$ cat src/rtl/uart_pkg.sv
// Shared UART definitions used by the transmitter and the receiver.
//   - FSM state encoding (IDLE/START/DATA/PARITY/STOP) shared with the receive path
//   - Default frame constants DEF_DATA_BITS / DEF_OVERSAMPLE
//   - BAUD_COUNT: clocks between 16x oversample ticks at 100 MHz / 9600 baud
package uart_pkg;

  localparam logic [2:0] IDLE   = 3'd0;
  localparam logic [2:0] START  = 3'd1;
  localparam logic [2:0] DATA   = 3'd2;
  localparam logic [2:0] PARITY = 3'd3;
  localparam logic [2:0] STOP   = 3'd4;

  typedef enum logic [2:0] {
    StIdle   = IDLE,
    StStart  = START,
    StData   = DATA,
    StParity = PARITY,
    StStop   = STOP
  } uart_state_e;

  localparam int unsigned DEF_DATA_BITS  = 8;
  localparam int unsigned DEF_OVERSAMPLE = 16;

  localparam int unsigned SYS_CLK_HZ = 100_000_000;
  localparam int unsigned BAUD_RATE  = 9600;

  function automatic int unsigned baud_count(int unsigned clk_hz, int unsigned baud,
                                             int unsigned oversample);
    return clk_hz / (baud * oversample);
  endfunction

  // 100_000_000 / (9600 * 16) = 651 (truncated)
  localparam int unsigned BAUD_COUNT = baud_count(SYS_CLK_HZ, BAUD_RATE, DEF_OVERSAMPLE);

endpackage

$ cat src/rtl/uart_tx_if.sv
// Byte-level handshake between the UART transmitter and its user.
//   start   : request to send tx_data (honoured only when idle)
//   tx_data : byte to send, sampled on the accept cycle
//   tx      : serial line, idles high
//   busy    : frame in progress
//   done    : one-clk pulse when the last stop bit completes
// master = user side, slave = transmitter side.
interface uart_tx_if import uart_pkg::*; #(
  parameter int unsigned DATA_BITS = DEF_DATA_BITS
) ();

  logic                 start;
  logic [DATA_BITS-1:0] tx_data;
  logic                 tx;
  logic                 busy;
  logic                 done;

  modport master (
    output start,
    output tx_data,
    input  tx,
    input  busy,
    input  done
  );

  modport slave (
    input  start,
    input  tx_data,
    output tx,
    output busy,
    output done
  );

endinterface

$ cat src/rtl/uart_tx.sv
// UART transmitter: serialises one byte per accepted start, LSB first, 8N1 by default.
// Bit timing comes from the shared 16x oversample tick (b_tick).
// Ports:
//   clk    : system clock (100 MHz)
//   reset  : synchronous, active-low
//   b_tick : one-clk oversample tick from the baud tick generator
//   bus    : uart_tx_if.slave (start, tx_data in; tx, busy, done out, all registered)
// Build option: define UART_TX_PARITY_EN to insert an even-parity bit (8E1).
module uart_tx import uart_pkg::*; #(
  parameter int unsigned DATA_BITS  = DEF_DATA_BITS,
  parameter int unsigned OVERSAMPLE = DEF_OVERSAMPLE,
  parameter int unsigned STOP_BITS  = 1
) (
  input  logic       clk,
  input  logic       reset,
  input  logic       b_tick,
  uart_tx_if.slave   bus
);

  localparam int unsigned TickW = (OVERSAMPLE > 1) ? $clog2(OVERSAMPLE) : 1;
  localparam int unsigned BitW  = (DATA_BITS > 1) ? $clog2(DATA_BITS) : 1;

  localparam logic [TickW-1:0] TickLast = TickW'(OVERSAMPLE - 1);
  localparam logic [BitW-1:0]  BitLast  = BitW'(DATA_BITS - 1);
  localparam logic             StopLast = (STOP_BITS > 1);

  uart_state_e          state_q, state_d;
  logic [TickW-1:0]     tick_cnt_q, tick_cnt_d;
  logic [BitW-1:0]      bit_cnt_q, bit_cnt_d;
  logic                 stop_cnt_q, stop_cnt_d;
  logic [DATA_BITS-1:0] shift_q, shift_d;
  logic                 tx_q, tx_d;
  logic                 busy_q, busy_d;
  logic                 done_q, done_d;
`ifdef UART_TX_PARITY_EN
  logic                 parity_q, parity_d;
`endif

  logic bit_end;

  // A bit ends on the OVERSAMPLE-th tick counted from entry into that bit.
  assign bit_end = b_tick && (tick_cnt_q == TickLast);

  // State register
  always_ff @(posedge clk) begin
    if (!reset) begin
      state_q    <= StIdle;
      tick_cnt_q <= '0;
      bit_cnt_q  <= '0;
      stop_cnt_q <= 1'b0;
      shift_q    <= '0;
      tx_q       <= 1'b1;
      busy_q     <= 1'b0;
      done_q     <= 1'b0;
`ifdef UART_TX_PARITY_EN
      parity_q   <= 1'b0;
`endif
    end else begin
      state_q    <= state_d;
      tick_cnt_q <= tick_cnt_d;
      bit_cnt_q  <= bit_cnt_d;
      stop_cnt_q <= stop_cnt_d;
      shift_q    <= shift_d;
      tx_q       <= tx_d;
      busy_q     <= busy_d;
      done_q     <= done_d;
`ifdef UART_TX_PARITY_EN
      parity_q   <= parity_d;
`endif
    end
  end

  // Next-state and datapath
  always_comb begin
    state_d    = state_q;
    tick_cnt_d = tick_cnt_q;
    bit_cnt_d  = bit_cnt_q;
    stop_cnt_d = stop_cnt_q;
    shift_d    = shift_q;
`ifdef UART_TX_PARITY_EN
    parity_d   = parity_q;
`endif

    // Ticks only count inside a frame; the terminal tick is handled per state.
    if ((state_q != StIdle) && b_tick && !bit_end) begin
      tick_cnt_d = tick_cnt_q + TickW'(1);
    end

    unique case (state_q)
      StIdle: begin
        if (bus.start) begin
          state_d    = StStart;
          shift_d    = bus.tx_data;
          tick_cnt_d = '0;
          bit_cnt_d  = '0;
          stop_cnt_d = 1'b0;
`ifdef UART_TX_PARITY_EN
          parity_d   = ^bus.tx_data;
`endif
        end
      end
      StStart: begin
        if (bit_end) begin
          state_d    = StData;
          tick_cnt_d = '0;
          bit_cnt_d  = '0;
        end
      end
      StData: begin
        if (bit_end) begin
          tick_cnt_d = '0;
          shift_d    = shift_q >> 1;
          if (bit_cnt_q == BitLast) begin
`ifdef UART_TX_PARITY_EN
            state_d    = StParity;
`else
            state_d    = StStop;
`endif
            stop_cnt_d = 1'b0;
          end else begin
            bit_cnt_d = bit_cnt_q + BitW'(1);
          end
        end
      end
`ifdef UART_TX_PARITY_EN
      StParity: begin
        if (bit_end) begin
          state_d    = StStop;
          tick_cnt_d = '0;
          stop_cnt_d = 1'b0;
        end
      end
`endif
      StStop: begin
        if (bit_end) begin
          tick_cnt_d = '0;
          if (stop_cnt_q == StopLast) begin
            state_d = StIdle;
          end else begin
            stop_cnt_d = 1'b1;
          end
        end
      end
      default: begin
        state_d = StIdle;
      end
    endcase
  end

  // Registered outputs are derived from the next state so they change with it.
  always_comb begin
    tx_d   = 1'b1;
    busy_d = 1'b1;
    unique case (state_d)
      StIdle: begin
        tx_d   = 1'b1;
        busy_d = 1'b0;
      end
      StStart: tx_d = 1'b0;
      StData:  tx_d = shift_d[0];
`ifdef UART_TX_PARITY_EN
      StParity: tx_d = parity_q;
`endif
      StStop:  tx_d = 1'b1;
      default: begin
        tx_d   = 1'b1;
        busy_d = 1'b0;
      end
    endcase
    done_d = (state_q == StStop) && (state_d == StIdle);
  end

  assign bus.tx   = tx_q;
  assign bus.busy = busy_q;
  assign bus.done = done_q;

endmodule

$ cat src/flat_wrapper.sv
// flat-port wrapper written by rule: the top's interface ports become plain ports
module uart_tx_flat import uart_pkg::*;
#(
  parameter int unsigned DATA_BITS  = DEF_DATA_BITS,
  parameter int unsigned OVERSAMPLE = DEF_OVERSAMPLE,
  parameter int unsigned STOP_BITS  = 1
)
  (clk, reset, b_tick, bus_start, bus_tx_data, bus_tx, bus_busy, bus_done);
  uart_tx_if #(.DATA_BITS(DATA_BITS)) bus_i ();
  input  logic clk;
  input  logic reset;
  input  logic b_tick;
  input wire logic [$bits(bus_i.start)-1:0] bus_start;
  input wire logic [$bits(bus_i.tx_data)-1:0] bus_tx_data;
  output wire logic [$bits(bus_i.tx)-1:0] bus_tx;
  output wire logic [$bits(bus_i.busy)-1:0] bus_busy;
  output wire logic [$bits(bus_i.done)-1:0] bus_done;
  assign bus_i.start = bus_start;
  assign bus_i.tx_data = bus_tx_data;
  assign bus_tx = bus_i.tx;
  assign bus_busy = bus_i.busy;
  assign bus_done = bus_i.done;
  uart_tx #(.DATA_BITS(DATA_BITS), .OVERSAMPLE(OVERSAMPLE), .STOP_BITS(STOP_BITS)) u_core (.clk(clk), .reset(reset), .b_tick(b_tick), .bus(bus_i));
endmodule
$ cat config.mk
export PLATFORM = sky130hd
export DESIGN_NAME = uart_tx_flat
export DESIGN_NICKNAME = d
export VERILOG_FILES = /design/src/rtl/uart_pkg.sv /design/src/rtl/uart_tx_if.sv /design/src/rtl/uart_tx.sv /design/src/flat_wrapper.sv
export SDC_FILE = /design/constraint.sdc
export NUM_CORES = 1
export LEC_CHECK = 0
export CAP_MARGIN = 40
export CORE_ASPECT_RATIO = 0.75
export CORE_MARGIN = 2
export CORE_UTILIZATION = 35
export CTS_CLUSTER_SIZE = 16
export DETAILED_ROUTE_END_ITERATION = 7
export PLACE_DENSITY_LB_ADDON = 0.25
export RECOVER_POWER = 50
export SLEW_MARGIN = 20
export SYNTH_ARGS = -nofsm -noshare
export SYNTH_HDL_FRONTEND = slang
export SYNTH_SLANG_ARGS = --single-unit
export TNS_END_PERCENT = 30
$ cat constraint.sdc
create_clock -name clk -period 2.5 [get_ports clk]
set_clock_uncertainty 0.05 [all_clocks]
set_input_delay 0.25 -clock clk [delete_from_list [all_inputs] [get_ports clk]]
set_output_delay 0.25 -clock clk [all_outputs]
set_load 0.01 [all_outputs]
==> results of run 1 <==
-- cells in the final DEF (no fill, tap or decap), types with 3 or more instances in the layout --
cell / netlist / routed
nor2_1: 9 / 9
ha_1: 3 / 3
a21oi_1: 5 / 5
dfxtp_1: 21 / 21
nand2_1: 4 / 4
clkdlybuf4s50_1: 0 / 11
dlygate4sd3_1: 0 / 3
o21ai_0: 3 / 3
nand2b_1: 4 / 4
clkbuf_8: 0 / 3
o221a_2: 6 / 6
nor3_1: 4 / 4
inv_1: 4 / 4
o21a_1: 6 / 6
nor2b_1: 4 / 4
-- metal layers --
metal,wire length [um],vias up
met5,0,-
met1,1020,400
met4,17,0
li1,-,435
met2,891,15
met3,94,2
-- cell families after synthesis --
logic type      count (synthesis)  share of synthesized area
flops                          21                      0.393
fa+ha+maj                       3                     0.0351
compound gates                 35                      0.289
simple gates                   36                      0.191
buf+inv                        11                     0.0574
xor+xnor                        3                     0.0246
mux                             1                    0.00937
-- metrics by stage --
stage          power [mW]   util  hold WS (ps)  instance area, um^2
2_1_floorplan       0.419      -           356                 1070
3_3_place_gp        0.449  0.415           400                 1220
3_5_place_dp        0.451  0.415           407                 1220
4_1_cts             0.678  0.431           426                 1260
5_1_grt             0.702  0.431           441                 1260
6_report            0.663  0.431           422                 1260
-- path summary, 6_finish.rpt --
kind / startpoint / endpoint / slack (ps) / depth (start not counted)
worst max-delay path: u_core.tick_cnt_q[0]$_SDFF_PN0_ / u_core.shift_q[5]$_SDFFE_PN0P_ / 450 / 5
worst min-delay path: u_core.shift_q[1]$_SDFFE_PN0P_ / u_core.shift_q[1]$_SDFFE_PN0P_ / 420 / 1
worst max register to register: u_core.tick_cnt_q[0]$_SDFF_PN0_ / u_core.shift_q[5]$_SDFFE_PN0P_ / 450 / 5
worst min register to register: u_core.shift_q[1]$_SDFFE_PN0P_ / u_core.shift_q[1]$_SDFFE_PN0P_ / 420 / 1
-- registers in the layout (all words and copies together), names as in the netlist --
register           count
u_core.bus.tx          1
u_core.state_q         3
u_core.bus.busy        1
u_core.bus.done        1
u_core.shift_q         8
u_core.tick_cnt_q      4
u_core.bit_cnt_q       3
-- cell type report --
cell class / instances / area [um^2] / area share
multi-input combinational: 78 / 587 / 0.464
sequential: 21 / 420 / 0.333
timing repair buffer: 15 / 148 / 0.117
tap: 38 / 47.5 / 0.0376
clock buffer: 3 / 41.3 / 0.0327
inverter: 4 / 15.0 / 0.0119
clock inverter: 1 / 5.00 / 0.00396
-- power by group through the flow --
stage	Clock [mW]	Sequential [mW]	Combinational (mW)
final	0.221	0.359	0.0823
after global placement	0	0.367	0.0821
after detailed placement	0	0.367	0.0841
after floorplan	0	0.364	0.0550
after CTS	0.234	0.359	0.0843
after global routing	0.248	0.362	0.0920
==> results.md, run 1 <==
- Slew Limit Headroom: 0.638
- Maximum capacitance violations: 0
- Clk sinks: 21
- Synth area leader: dfxtp_1
- # rows: 17
- Area Overhead vs Synth: 18.3%
- Via/cell ratio: about 5.3
- Synthesized flop and latch total: 21
- RSZ-0062 raised after global routing: false
- Lkg Pwr: 0.475 nW
- Synthesized cell area: 1070 um^2
- Final setup fails: 0
- Register area share after synthesis: 0.393
- Count leader, synth: dfxtp_1
- Ranking of synthesized cells by area: dfxtp_1, o221a_2, o21a_1
- Pwr/cell area: approximately 520 nW/um^2
- Status: finished, final reports clean
- TNS Setup: 0 ps
- All-Layer GR Usage: 0.133
- Fmax: between 400 and 500 MHz
- Initial DRC count: 24
- Layout cell share with drive strength beyond 1: 0.148
- WL/cell: 12.7 um
- Residual DRC: 0
- ANT nets after route: 0
- Ys flop type: dfxtp_1
- Final hold violation count: 0
- Filler cells: 288
- Worst setup EP type: register
- Initial Util: 0.364
- Worst skew pair latency: 260 ps
- CP Class: reg2reg
- Largest net degree at the start of global routing: 16
- Worst Tran Pin Value: about 540 ps
- Hold buffers post-CTS: 0
- Clock group share of total power: 0.334
- Final Critical Period: a little over 2000 ps
- Int Pwr: about 0.51 mW
- Required time of the critical path: between 2000 and 3000 ps
- Core area: ~2900 um^2
- Global-route wire length before repair: approximately 3.5 mm
- Crit path cell chain: ha_1 -> and4_1 -> nand3_1 -> o221a_2 -> o21a_1
- Initial antenna violation count: 0
- GRT met3 Usage: 0.0519
- Critical Path Source Type: register
- Syn_area_per_cell: about 9.7 um^2
- RePlAce Congestion: 0.752
- Root Buffer: clkbuf_8
- I/O pin total: 15
- Net Switching: between 0.15 and 0.2 mW
- Grt met2 use: 0.206
- Die Y: 51.9 um
- Longest Clk Path Bufs: 2
- DP HPWL: between 1 and 1.5 mm
- Placed insts: 156
- Total gr overflow: 0
- # diodes: 0
- Worst-path maximum fanout: 15
- Net Sw Frac: 0.233
- Post-CTS Setup Inserts: 0
- Hold crit path type: reg2reg
- Peak VDD IR: 0.259 mV
- Share of power burned in registers: 0.542
- CTS tree: built
- Pre-CTS WS: 295 ps
- Port bufs: 14
- Worst Path Buf+Inv: 0
- Worst path slowest cell: and4_1
- Reg clk slew, reported paths: 80 ps
- Final WS setup: roughly 450 ps
- Die W: slightly below 70 um
- Family with the most delay on the worst path: simple AND/OR/NAND/NOR gates
- Vias in the first global route: between 700 and 800
- CP arrival: 2160 ps
- Post-synth top cells: dfxtp_1, nor2_1, o21a_1, o221a_2, a21oi_1
- Max-slew violations: 0
- Post-synth top area share: 0.393
- GR Layer Usage met1: 0.172
- Number of iterations in the first detailed-routing pass: 4
- H-tree depth: 1
- Inserted Clock Buffers: 3
- Cell variety after synth: 40
- Wirelength, routed: ~2 mm
- Ys Warns: 0
- # resized after CTS: 0
- Final Cycle Share: 0.819
- Largest stage delay, worst path: 490 ps
- Post-synthesis cell count: 110
- GRT busiest layer: met2
- Comb pwr share: 0.124
- DIE AREA: between 3000 and 4000 um^2
- EDFF count, synth: 0
- DR vias: around 850
- Final Non-Filler Cells: 160
- Fin nets: around 140
- Syn nets: around 130
- FFs w/ async S/R, synth: 0
No activity file was read; power rests on OpenSTA's default activity.
==> run 2, diff against run 1 <==
==> constraint.sdc (replaced) <==
create_clock -name clk -period 2.1 [get_ports clk]
set_clock_uncertainty 0.05 [all_clocks]
set_input_delay 0.21 -clock clk [delete_from_list [all_inputs] [get_ports clk]]
set_output_delay 0.21 -clock clk [all_outputs]
set_load 0.01 [all_outputs]
==> results.md, run 2 (synthesis results as in run 1) <==
- Status: finished, final reports clean
- Wirelength, routed: 2.10 mm (+3.7%)
- Final Cycle Share: 0.884 (+0.0651)
- Port bufs: 14 (unchanged)
- Initial DRC count: 61 (+150%)
- Largest register FFs: 8 (unchanged)
- RSZ-0062 raised after global routing: false
- # resized after CTS: 0 (unchanged)
- CP arrival: 1950 ps (-210 ps)
- Vias in the first global route: 808 (+4.9%)
- Final Critical Period: 1860 ps (-191 ps)
- Final setup fails: 0 (unchanged)
- Number of iterations in the first detailed-routing pass: 6 (+2)
- Crit path cell chain: ha_1 -> and4_1 -> buf_4 -> a211oi_1 -> o21bai_1 -> o21bai_2
- Worst Hold Launch: u_core.shift_q[3]$_SDFFE_PN0P_
- Via/cell ratio: 5.30 (-0.54%)
- ANT nets after route: 0 (unchanged)
- TNS Setup: 0 ps (unchanged)
- WL/cell: 13.0 um (+2.4%)
- Worst setup EP type: register
- Die W: 67.8 um (unchanged)
- Final Non-Filler Cells: 162 (+1.3%)
- Lkg Pwr: 0.480 nW (+1.1%)
- # diodes: 0 (unchanged)
- Placed insts: 158 (+1.3%)
- Slew Limit Headroom: 0.640 (+0.00244)
- RePlAce Congestion: 0.757 (+0.62%)
- Die Y: 51.9 um (unchanged)
- Max-slew violations: 0 (unchanged)
- Required time of the critical path: 2190 ps (-420 ps)
- # rows: 17 (unchanged)
- R2r worst-path depth: 6 (+1)
- Total gr overflow: 0 (unchanged)
- Longest Clk Path Bufs: 2 (unchanged)
- Fin nets: 140 (+1.4%)
- Inserted Clock Buffers: 3 (unchanged)
- Worst Tran Pin Value: 535 ps (-3.63 ps)
- Reg clk slew, reported paths: 70 ps (about the same)
- R2R Path Start: u_core.tick_cnt_q[0]$_SDFF_PN0_
- Worst path slowest cell: dfxtp_1
- Post-CTS Setup Inserts: 0 (unchanged)
- Clk sinks: 21 (unchanged)
- Maximum capacitance violations: 0 (unchanged)
- Final hold violation count: 0 (unchanged)
- Filler cells: 300 (+4.2%)
- Largest net degree at the start of global routing: 16 (unchanged)
- Residual DRC: 0 (unchanged)
- Hold Path Depth: 1 (unchanged)
- Layout cell share with drive strength beyond 1: 0.153 (+0.00568)
- Area Overhead vs Synth: 18.7%
- Worst skew pair latency: 260 ps (about the same)
- Most flops, register: u_core.shift_q
- Largest stage delay, worst path: 340 ps (-150 ps)
- Most frequent cells in the layout: dfxtp_1, clkdlybuf4s50_1, nor2_1, o221a_2, o21a_1
- Fmax: 538 MHz (+10%)
- Global-route wire length before repair: 3.46 mm (unchanged)
- Hold buffers post-CTS: 0 (unchanged)
- Peak VDD IR: 0.250 mV (-3.4%)
- DIE AREA: 3520 um^2 (unchanged)
- Dpl cell area: 1230 um^2 (+1.2%)
- Worst-path maximum fanout: 10 (-5)
- Largest registers: u_core.shift_q: 8 flops, u_core.tick_cnt_q: 4 flops
- H-tree depth: 1 (unchanged)
- Initial Util: 0.364 (unchanged)
- Pwr/cell area: 617 nW/um^2 (+18%)
- Worst Path Buf+Inv: 1 (+1)
- Core area: 2940 um^2 (unchanged)
- Critical path origin: u_core.tick_cnt_q[0]$_SDFF_PN0_
- WP depth: 6 (+1)
- I/O pin total: 15 (unchanged)
- Hold crit path type: reg2reg
- CTS tree: built
- Most common cell after layout, fill and taps aside: dfxtp_1
- DP HPWL: 1.55 mm (+4.9%)
- Root Buffer: clkbuf_8
- All-Layer GR Usage: 0.134 (+0.000520)
- Initial antenna violation count: 0 (unchanged)
- CP Class: reg2reg
- Cell area after layout: 1270 um^2 (+0.40%)
- Family with the most delay on the worst path: compound AO/OA/AOI/OAI gates
- DR vias: 858 (+0.70%)
- Critical Path Source Type: register
## run 2: changes by cell type in the layout (fill, tap and decap cells not counted), sizes merged
cell and delta:
clkinv -1, buf +2, clkbuf +1
## run 2: path summary, 6_finish.rpt
check                                                       to  slack, ps
worst min-delay path            u_core.shift_q[3]$_SDFFE_PN0P_        420
worst min register to register  u_core.shift_q[3]$_SDFFE_PN0P_        420
worst max register to register        u_core.bus.tx$_SDFF_PN1_        240
worst max-delay path                  u_core.bus.tx$_SDFF_PN1_        240
## run 2: stage by stage
stage | hold slack [ps] | util | power (mW) | setup WS [ps]
2_1_floorplan | 316 | - | 0.499 | 477
3_3_place_gp | 399 | 0.420 | 0.537 | 195
3_5_place_dp | 405 | 0.420 | 0.539 | 168
4_1_cts | 423 | 0.435 | 0.801 | 261
5_1_grt | 449 | 0.432 | 0.826 | 123
6_report | 421 | 0.432 | 0.783 | 243
## run 2: worst register-to-register path: stages (launching register included)
cell	delay [ps]
dfxtp_1	340
ha_1	250
and4_1	270
buf_4	190
a211oi_1	300
o21bai_1	140
o21bai_2	200
## run 2: final cells by class
class                      count  area (um^2)  area share
multi-input combinational     78          578       0.456
sequential                    21          420       0.331
timing repair buffer          17          163       0.128
tap                           38         47.5      0.0375
clock buffer                   4         45.0      0.0355
inverter                       4         15.0      0.0118
## run 2: power by group
part | total, mW | switching [mW] | leakage [nW] | internal (mW)
sequential | 0.428 | 0.0129 | 0.172 | 0.415
combinational | 0.0979 | 0.0400 | 0.286 | 0.0579
clock | 0.257 | 0.123 | 0.0228 | 0.135
## run 2: per-layer routing
| metal | up-vias | track usage | part of all wire |
|---|---|---|---|
| met2 | 9 | 0.214 | 0.44 |
| met4 | 0 | 0.0500 | 0.0081 |
| met5 | - | 0 | 0 |
| met1 | 405 | 0.163 | 0.51 |
| li1 | 442 | - | - |
| met3 | 2 | 0.0519 | 0.038 |
==> run 3, diff against run 2 <==
--- a/config.mk
+++ b/config.mk
@@ -6,7 +6,7 @@
 export NUM_CORES = 1
 export LEC_CHECK = 0
 export CAP_MARGIN = 40
-export CORE_ASPECT_RATIO = 0.75
+export CORE_ASPECT_RATIO = 1.2
 export CORE_MARGIN = 2
 export CORE_UTILIZATION = 35
 export CTS_CLUSTER_SIZE = 16
==> results.md, run 3 (synthesis results as in run 1) <==
- Clk sinks: 21 (unchanged)
- Worst skew pair latency: 290 ps (+30 ps)
- Vias in the first global route: 772 (-4.5%)
- Total gr overflow: 0 (unchanged)
- Inserted Clock Buffers: 3 (unchanged)
- Final Cycle Share: 0.910 (+0.0253)
- Hold buffers post-CTS: 0 (unchanged)
- Max-slew violations: 0 (unchanged)
- Worst setup EP type: register
- Status: finished, final reports clean
- Layout cell share with drive strength beyond 1: 0.153 (unchanged)
- Largest net degree at the start of global routing: 16 (unchanged)
- Most flops, register: u_core.shift_q
- Family with the most delay on the worst path: simple AND/OR/NAND/NOR gates
- Die W: 54.4 um (-20%)
- Post-CTS Setup Inserts: 0 (unchanged)
- Most frequent cells in the layout: dfxtp_1, clkdlybuf4s50_1, nor2_1, o221a_2, o21a_1
- TNS Setup: 0 ps (unchanged)
- Final Non-Filler Cells: 158 (-2.5%)
- Required time of the critical path: 2250 ps (+60 ps)
- Final setup fails: 0 (unchanged)
- WL/cell: 12.9 um (-0.11%)
- CP Class: reg2reg
- Pwr/cell area: 572 nW/um^2 (-7.4%)
- Worst Path Buf+Inv: 0 (-1)
- Worst-path maximum fanout: 9 (-1)
- Hold crit path type: reg2reg
- Longest Clk Path Bufs: 2 (unchanged)
- Largest stage delay, worst path: 380 ps (+40 ps)
- DR vias: 874 (+1.9%)
- Hold Path Depth: 1 (unchanged)
- # diodes: 0 (unchanged)
- Peak VDD IR: 0.189 mV (-25%)
- Worst path slowest cell: dfxtp_1
- ANT nets after route: 0 (unchanged)
- Fmax: 523 MHz (-2.8%)
- Fin nets: 140 (unchanged)
- Final hold violation count: 0 (unchanged)
- H-tree depth: 1 (unchanged)
- All-Layer GR Usage: 0.131 (-0.00251)
- Root Buffer: clkbuf_4
- I/O pin total: 15 (unchanged)
- DIE AREA: 3510 um^2 (about the same)
- Slew Limit Headroom: 0.624 (-0.0161)
- Core area: 2860 um^2 (-2.4%)
- Initial antenna violation count: 0 (unchanged)
- FF-to-FF setup slack: 190 ps (-50 ps)
- Port bufs: 14 (unchanged)
- Hold WS: 429 ps (+8.23 ps)
- Maximum capacitance violations: 0 (unchanged)
- Global-route wire length before repair: 3.46 mm (unchanged)
- # rows: 21 (+4)
- Via/cell ratio: 5.53 (+4.4%)
- DP HPWL: 1.50 mm (-3.5%)
- Reg clk slew, reported paths: 110 ps (+40 ps)
- Placed insts: 154 (-2.5%)
- R2R Path Start: u_core.tick_cnt_q[0]$_SDFF_PN0_
- Largest register FFs: 8 (unchanged)
- Critical Path Source Type: register
- Worst Hold Launch: u_core.shift_q[1]$_SDFFE_PN0P_
- Wirelength, routed: 2.05 mm (-2.6%)
- Residual DRC: 0 (unchanged)
- RSZ-0062 raised after global routing: false
- Initial DRC count: 30 (-51%)
- Die Y: 64.5 um (+24%)
- Most common cell after layout, fill and taps aside: dfxtp_1
- WHS Endpoint: u_core.shift_q[1]$_SDFFE_PN0P_
- Initial Util: 0.373 (+0.00906)
- # resized after CTS: 0 (unchanged)
- Lkg Pwr: 0.475 nW (-1.2%)
- Worst Tran Pin Value: 559 ps (+24.0 ps)
- RePlAce Congestion: 0.732 (-3.3%)
- Filler cells: 279 (-7.0%)
- Final design utilization: 0.438 (+0.00552)
- Final Critical Period: 1910 ps (+53.2 ps)
- Number of iterations in the first detailed-routing pass: 6 (unchanged)
- R2r worst-path depth: 5 (-1)
- CTS tree: built
- Power, Total: 0.717 mW (-8.5%)
- Largest registers: u_core.shift_q: 8 flops, u_core.tick_cnt_q: 4 flops
- CP arrival: 2060 ps (+110 ps)
- Crit path cell chain: ha_1 -> and4_1 -> nand3_1 -> o221a_2 -> o21a_1
- Reg2reg end: u_core.shift_q[2]$_SDFFE_PN0P_
- Area Overhead vs Synth: 17.3%
==> run 3: layout make-up <==
class	count	area, um^2	share of cell area
well taps	34	42.5	0.0339
inverters	4	15.0	0.0120
multi-input cells	78	587	0.468
clock buffers	4	26.3	0.0210
repair buffers	17	163	0.130
flip-flops and latches	21	420	0.335
==> run 3: how the worst max path moves through the flow <==
stage                                          startpoint                               to  slack, ps  cells past startpoint
after CTS                 u_core.tick_cnt_q[0]$_SDFF_PN0_   u_core.shift_q[1]$_SDFFE_PN0P_        170                      5
after floorplan           u_core.tick_cnt_q[0]$_SDFF_PN0_  u_core.tick_cnt_q[2]$_SDFF_PN0_        480                      7
after global routing      u_core.tick_cnt_q[0]$_SDFF_PN0_   u_core.shift_q[1]$_SDFFE_PN0P_         30                      5
after detailed placement                           b_tick   u_core.shift_q[1]$_SDFFE_PN0P_         50                      5
after global placement                             b_tick   u_core.shift_q[1]$_SDFFE_PN0P_        130                      5
final                     u_core.tick_cnt_q[0]$_SDFF_PN0_   u_core.shift_q[2]$_SDFFE_PN0P_        190                      5
==> run 3: power breakdown <==
part | switching [mW] | leakage (nW) | internal (mW)
sequential | 0.0127 | 0.172 | 0.415
combinational | 0.0403 | 0.288 | 0.0591
clock | 0.116 | 0.0150 | 0.0738
total | 0.169 | 0.475 | 0.548
==> run 3: layer usage <==
layer,part of all wire,vias up,global-route usage
li1,-,440,-
met1,0.46,417,0.176
met2,0.49,15,0.208
met3,0.035,2,0.0207
met4,0.011,0,0.0469
met5,0,-,0
==> run 3: metrics by stage <==
step	worst slack, ps	cell area, um^2
2_1_floorplan	477	1070
3_3_place_gp	127	1230
3_5_place_dp	52.7	1230
4_1_cts	175	1250
5_1_grt	33.7	1250
6_report	189	1250
